$ cat config.mk
export PLATFORM = sky130hd
export DESIGN_NAME = game_sequencer
export DESIGN_NICKNAME = d
export VERILOG_FILES = /design/src/rtl/game_sequencer.sv
export SDC_FILE = /design/constraint.sdc
export NUM_CORES = 1
export LEC_CHECK = 0
export CORE_UTILIZATION = 57
export CTS_BUF_LIST = sky130_fd_sc_hd__clkbuf_8
export CTS_CLUSTER_DIAMETER = 60
export DETAILED_ROUTE_END_ITERATION = 12
export PLACE_DENSITY = 0.95
export SLEW_MARGIN = 15
export SYNTH_ARGS = -nofsm -noshare
export SYNTH_HDL_FRONTEND = slang
export SYNTH_SLANG_ARGS = --single-unit
$ cat constraint.sdc
create_clock -name Clk -period 5.55 [get_ports Clk]
set_clock_uncertainty 0.1 [all_clocks]
set_input_delay 0.8325 -clock Clk [delete_from_list [all_inputs] [get_ports Clk]]
set_output_delay 0.8325 -clock Clk [all_outputs]
set_load 0.01 [all_outputs]
$ cat src/rtl/game_sequencer.sv
// Game-flow controller for Doodle Jump: frame tick sync, key-press decode,
// IDLE/PLAY/PAUSE/DYING/OVER sequencing and BCD score / high-score keeping.
module game_sequencer #(
  parameter int unsigned SCREEN_H     = 480,
  parameter logic [7:0]  START_KEY    = 8'h2C,
  parameter logic [7:0]  PAUSE_KEY    = 8'h13,
  parameter int unsigned DEATH_FRAMES = 120
) (
  input  logic        Clk,
  input  logic        Reset_n,
  input  logic        frame_clk,
  input  logic [7:0]  keycode,
  input  logic [9:0]  BallY,
  input  logic [9:0]  BallS,
  input  logic        climb,
  output logic [2:0]  outstate,
  output logic        game_run,
  output logic        game_reset,
  output logic        frame_tick,
  output logic [15:0] score_bcd,
  output logic [15:0] hi_bcd
);

  typedef enum logic [2:0] {
    S_IDLE  = 3'd0,
    S_PLAY  = 3'd1,
    S_PAUSE = 3'd2,
    S_DYING = 3'd3,
    S_OVER  = 3'd4
  } state_e;

  localparam int unsigned CW = $clog2(DEATH_FRAMES + 1);
  localparam logic [CW-1:0] LAST_TICK = CW'(DEATH_FRAMES - 1);
  localparam logic [10:0]   BOTTOM    = 11'(SCREEN_H);

  state_e        state_q, state_d;
  logic [CW-1:0] cnt_q, cnt_d;
  logic [15:0]   score_q, score_d;
  logic [15:0]   hi_q, hi_d;
  logic          reset_d;
  logic          run_q, reset_q, tick_q;
  logic          fs1_q, fs2_q, fh_q;
  logic [7:0]    prev_key_q;

  logic          press_start, press_pause, dead;
  logic [10:0]   ball_bottom;

  // Decimal increment with ripple carry per digit; holds at 9999.
  function automatic logic [15:0] bcd_inc(input logic [15:0] v);
    logic [15:0] r;
    logic        carry;
    r     = v;
    carry = 1'b1;
    if (v != 16'h9999) begin
      for (int i = 0; i < 4; i++) begin
        if (carry) begin
          if (r[4*i +: 4] == 4'd9) begin
            r[4*i +: 4] = 4'd0;
          end else begin
            r[4*i +: 4] = r[4*i +: 4] + 4'd1;
            carry       = 1'b0;
          end
        end
      end
    end
    return r;
  endfunction

  assign press_start = (keycode == START_KEY) && (prev_key_q != START_KEY);
  assign press_pause = (keycode == PAUSE_KEY) && (prev_key_q != PAUSE_KEY);
  assign ball_bottom = {1'b0, BallY} + {1'b0, BallS};
  assign dead        = tick_q && (ball_bottom >= BOTTOM);

  // NOTE: every signal gets a default before the case so no path infers a latch.
  always_comb begin
    state_d = state_q;
    cnt_d   = cnt_q;
    score_d = score_q;
    hi_d    = hi_q;
    reset_d = 1'b0;

    unique case (state_q)
      S_IDLE, S_OVER: begin
        if (press_start) begin
          state_d = S_PLAY;
          reset_d = 1'b1;
          score_d = 16'h0000;
        end
      end
      S_PLAY: begin
        if (climb) score_d = bcd_inc(score_q);
        if (dead) begin
          state_d = S_DYING;
          cnt_d   = '0;
        end else if (press_pause) begin
          state_d = S_PAUSE;
        end
      end
      S_PAUSE: begin
        if (press_pause) state_d = S_PLAY;
      end
      S_DYING: begin
        if (tick_q) begin
          if (cnt_q == LAST_TICK) begin
            state_d = S_OVER;
            if (score_q > hi_q) hi_d = score_q;
          end else begin
            cnt_d = cnt_q + 1'b1;
          end
        end
      end
      default: state_d = S_IDLE;
    endcase
  end

  // NOTE: sequential state uses non-blocking assignments so all flops update together.
  always_ff @(posedge Clk) begin
    if (!Reset_n) begin
      state_q    <= S_IDLE;
      cnt_q      <= '0;
      score_q    <= 16'h0000;
      hi_q       <= 16'h0000;
      run_q      <= 1'b0;
      reset_q    <= 1'b0;
      tick_q     <= 1'b0;
      fs1_q      <= 1'b0;
      fs2_q      <= 1'b0;
      fh_q       <= 1'b0;
      prev_key_q <= 8'h00;
    end else begin
      state_q    <= state_d;
      cnt_q      <= cnt_d;
      score_q    <= score_d;
      hi_q       <= hi_d;
      run_q      <= (state_d == S_PLAY);
      reset_q    <= reset_d;
      // Two-flop synchroniser for VGA_VS, history flop for falling-edge detect.
      fs1_q      <= frame_clk;
      fs2_q      <= fs1_q;
      fh_q       <= fs2_q;
      tick_q     <= fh_q & ~fs2_q;
      prev_key_q <= keycode;
    end
  end

  assign outstate   = state_q;
  assign game_run   = run_q;
  assign game_reset = reset_q;
  assign frame_tick = tick_q;
  assign score_bcd  = score_q;
  assign hi_bcd     = hi_q;

endmodule
==> Yosys cells after proc, flatten, opt, wreduce, memory -nomap -nowiden <==
Cells that the tools add are included.
{ "word_totals": {"ff_bits": 56, "input_bits": 32, "output_inout_bits": 38} }
{ "op_classes": {"addsub": 6, "muxes": 37, "n_eq_ne": 24, "bitwise": 2, "n_lt_le_gt_ge": 2, "reduce_logical": 14} }
{ "op_table": {"columns": ["cell", "count"], "rows": [
  ["$mux W16", 3],
  ["$pmux W16 S2", 1],
  ["$mux W4", 7],
  ["$mux W7", 3],
  ["$mux W3", 6],
  ["$ne A2 B2 Y1 const B", 9],
  ["$add A4 B1 Y4 const B", 4],
  ["$eq A4 B4 Y1 const B", 4],
  ["$gt A16 B16 Y1", 1],
  ["$ne A16 B16 Y1 const B", 1],
  ["$mux W1", 15],
  ["$reduce_and A5 Y1", 3],
  ["$pmux W7 S2", 1],
  ["$pmux W3 S4", 1],
  ["$reduce_and A4 Y1", 3],
  ["$add A10 B10 Y11", 1],
  ["$ge A11 B9 Y1 const B", 1],
  ["$eq A8 B5 Y1 const B", 1],
  ["$eq A8 B6 Y1 const B", 1],
  ["$ne A8 B5 Y1 const B", 1],
  ["$ne A8 B6 Y1 const B", 1],
  ["$add A7 B1 Y7 const B", 1],
  ["$eq A7 B7 Y1 const B", 1],
  ["$eq A3 B1 Y1 const B", 2],
  ["other kinds (9)", 13]
]} }

==> Logic depth before layout (Yosys ltp) <==
{ "logic_depth": {"depth_word": 17, "depth_mapped": 9} }

==> Least setup slack after synthesis <==
OpenSTA, ideal clock, no wires.
{ "synth_path": {"kind": "in2reg", "start": "input port BallY[0]", "end": "register cnt_q[4]", "setup_slack_ps": 2727, "arrival_time_ps": 2607, "n_path_buf": 0, "setup_ps": 116, "path_stages": 8, "cell_sequence": "ha_1 -> fa_1 -> a21oi_1 -> a2bb2oi_1 -> nand3_1 -> a2111oi_2 -> o311ai_1 -> and3_1"} }
{ "synth_via": {"elab_chain_cells": 5} }
{ "synth_rtl": {"columns": ["item", "line", "text"], "rows": [
  ["start, declared", "13", "input logic [9:0] BallY,"],
  ["$add A10 B10 Y11", "71", "assign ball_bottom = {1'b0, BallY} + {1'b0, BallS};"],
  ["$ge A11 B9 Y1", "72", "assign dead = tick_q && (ball_bottom >= BOTTOM);"],
  ["$logic_and A1 B1 Y1", "72", null],
  ["$ne A2 B2 Y1 (no line)", null, null],
  ["$reduce_and A4 Y1 (no line)", null, null],
  ["end signal, assigned", "132", "cnt_q <= cnt_d;"],
  ["end, declared", "37", "logic [CW-1:0] cnt_q, cnt_d;"]
]} }
Every way passes these cells.
A chain may end at the register's enable or synchronous reset.

==> Final worst setup path <==
{ "layout_path": {"start": "input port BallY[0]", "end": "register cnt_q[2]"} }
Same word-level chain as after synthesis.

==> impl_metrics.py <==
metrics = {
    "status": {
        "status": "finished, final reports clean",
    },
    "min_path": {
        "hold_depth": 1,
        "hold_path_class": "reg -> reg",
    },
    "global_route": {
        "antenna_found_initial": 0,
        "grt_util_met1": 0.305,
        "overflow": 0,
        "grt_pass1_wl_um": 13000,
        "busiest_layer": "met2",
        "grt_pass1_vias": 2925,
        "grt_use_met3": 0.0512,
        "grt_use_met2": 0.464,
        "grt_max_degree": 25,
        "grt.total_usage": 0.260,
    },
    "timing": {
        "period_needed_ns": 3.19,
        "slew_headroom": 0.486,
        "grt_setup_unrepaired": "no",
        "finalHoldViolations": 0,
        "setup_tns_ns": 0,
        "worst_hold_slack_ns": 0.316,
        "setup_slack_ns": 2.36,
        "slew_violations": 0,
        "max_freq_ghz": 0.313,
        "fin_crit_sh": 0.576,
        "setup-violations-final": 0,
        "tightest_slew_ns": 0.770,
    },
    "cells_and_area": {
        "fin_util": 0.745,
        "seqCellArea_mm2": 0.00112,
        "nets": 497,
        "layout.cells.non_filler": 502,
        "drive_gt1_frac": 0.0744,
        "multi_input_area_mm2": 0.00206,
        "area_growth_pct": 24.3,
        "antenna_cells": 0,
        "finalInstanceArea_mm2": 0.00415,
        "fillerInstances": 378,
    },
    "synth": {
        "syn-num-nets": 431,
        "synth_cell_type_count": 69,
        "netlist_area_mm2": 0.00334,
        "yosysWarnings": 0,
        "ys_async_sr_fraction": 0,
        "yosys_most_used_dff": "dfxtp_1",
        "avgSynthCellArea_um2": 9.20,
        "yosysSeqAreaShare": 0.336,
        "synth-edff-count": 0,
        "syn_inst": 363,
        "synth-seq-cells": 56,
    },
    "detailed_routing": {
        "drtIter0Drc": 195,
        "drc": 0,
        "vias_per_cell": 6.00,
        "avgRoutedWirePerCell_um": 15.1,
        "vias": 3010,
        "wl_um": 7580,
        "ant_nets": 0,
        "firstDrtPassIters": 4,
    },
    "power": {
        "pwr-share-comb": 0.120,
        "p_clk_frac": 0.315,
        "ir_drop_mv": 0.123,
        "p_int_mw": 0.550,
        "finalPower_mw": 0.723,
        "switching_power_mw": 0.173,
        "power_leakage_nw": 1.57,
        "p_per_area_mw_per_mm2": 174,
        "netSwitchingFraction": 0.239,
        "power_frac_seq": 0.565,
    },
    "clock_tree": {
        "cts_sinks": 56,
        "clkTransAtPathRegs_ns": 0.09,
        "cts_tree": "done",
        "cts_setup_buffers": 0,
        "cts_resized": 0,
        "numCtsBuffers": 5,
        "clockBufferDepth": 2,
        "htreeDepth": 2,
        "cts-hold-fix-buffers": 0,
        "clock_latency_ns": 0.30,
        "root_buffer": "clkbuf_8",
    },
    "place": {
        "gp_congestion": 0.856,
        "placedCellCount": 493,
        "dp_hpwl_um": 5790,
        "pre_cts_slack_ns": 2.07,
        "placement.io_buffers": 69,
        "place_area_mm2": 0.00405,
    },
    "setup_path": {
        "worstSetupPathType": "in -> reg",
        "cp.arrival_ns": 3.26,
        "worstRegToRegCells": 7,
        "endpoint_kind": "flop",
        "crit_fanout": 7,
        "worst_ep_required_time_ns": 5.62,
        "crit_path_start_kind": "input pin",
    },
    "floorplanning": {
        "initial_core_util": 0.599,
        "rows": 27,
        "die-width_um": 78.5,
        "core_mm2": 0.00557,
        "die_area_mm2": 0.00617,
        "die_h_um": 78.5,
        "io_pins": 70,
    },
    "flow_run": {
        "cap_viol_max_count": 0,
    },
}
==> critical path: stages <==
cell	delay [ns]
clkdlybuf4s50_1	0.41
ha_1	0.25
fa_1	0.38
a21oi_1	0.14
a2bb2oi_1	0.30
nand3_1	0.14
a2111oi_2	0.42
o311a_4	0.30
o32ai_1	0.08
==> cell usage in the layout, fill, tap and decap left out, types with 13 or more instances in the layout <==
cell type,n
ha_1,35
dfxtp_1,56
a21oi_1,28
nor2_1,19
xor2_1,13
nand2_1,17
nand3_1,22
inv_1,25
clkdlybuf4s50_1,69
==> power by group through the flow <==
stage	clock network, mW	logic (mW)	registers (mW)
4_1_cts	0.230	0.0865	0.409
3_3_place_gp	0	0.0814	0.418
6_report	0.228	0.0869	0.409
2_1_floorplan	0	0.0505	0.417
3_5_place_dp	0	0.0859	0.418
5_1_grt	0.244	0.0949	0.409
==> synthesized netlist by cell type, types with 2 or more instances <==
cell type  count  area (um^2)
buf_6          2         22.5
mux2i_1        2         20.0
nor4b_1        2         17.5
a31oi_1        3         18.8
dfxtp_1       56         1120
nor3b_4        2         37.5
a21o_1         7         52.6
nor2_1        19         71.3
inv_1         24         90.1
nand4_1        9         56.3
or4b_4         2         27.5
clkbuf_1       3         11.3
o211ai_1       6         45.0
o21ai_1       11         55.1
a311oi_1       2         17.5
ha_1          35          438
and4_1         2         17.5
mux2_2         2         22.5
xor2_1        13          114
or2_1          2         12.5
a21oi_1       28          140
nor4_1         3         18.8
nor3_1         6         30.0
xnor2_1        4         35.0
nand3_1       22          110
nand3b_1       4         30.0
a211oi_1       2         15.0
nand2_1       17         63.8
o21ai_0       11         55.1
a211oi_4       2         40.0
nand2_2        2         12.5
buf_2          4         20.0
and2_1        11         68.8
and3_1         6         37.5
nor2b_1        3         18.8
==> routing by layer <==
layer	share of wire	vias to the layer above	wire length (um)
li1	-	1453	-
met1	0.42	1442	3160
met2	0.52	98	3930
met3	0.046	17	350
met4	0.020	0	149
met5	0	-	0
==> sequential cells by signal (all words and copies together) (netlist names) <==
signal / count
cnt_q: 7
fh_q: 1
frame_tick: 1
fs1_q: 1
fs2_q: 1
game_reset: 1
game_run: 1
hi_bcd: 16
outstate: 3
prev_key_q: 8
score_bcd: 16
==> worst paths after layout <==
kind | start | endpoint | slack (ns)
setup / recovery | BallY[0] | cnt_q[2]$_SDFFE_PN0P_ | 2.36
hold / removal | fs2_q$_SDFF_PN0_ | frame_tick$_SDFF_PN0_ | 0.32
setup reg to reg | score_bcd[9]$_SDFFE_PN0P_ | hi_bcd[3]$_SDFFE_PN0P_ | 2.99
hold reg to reg | fs2_q$_SDFF_PN0_ | frame_tick$_SDFF_PN0_ | 0.32
==> cells by family after synthesis <==
group | after synthesis | synth area share
multiplexers | 4 | 0.0127
adder cells (fa/ha/maj) | 36 | 0.137
XOR/XNOR | 17 | 0.0446
flip-flops | 56 | 0.336
AND/OR/NAND/NOR | 126 | 0.227
AO/OA/AOI/OAI | 89 | 0.194
buffers and inverters | 35 | 0.0483
==> area by class of cell <==
class | instances | area share
clock buffers | 6 | 0.0199
clock inverters | 2 | 0.00271
inverters | 24 | 0.0217
multi-input cells | 272 | 0.496
flip-flops and latches | 56 | 0.270
well taps | 72 | 0.0217
repair buffers | 70 | 0.168
(Power assumes the default switching activity.)
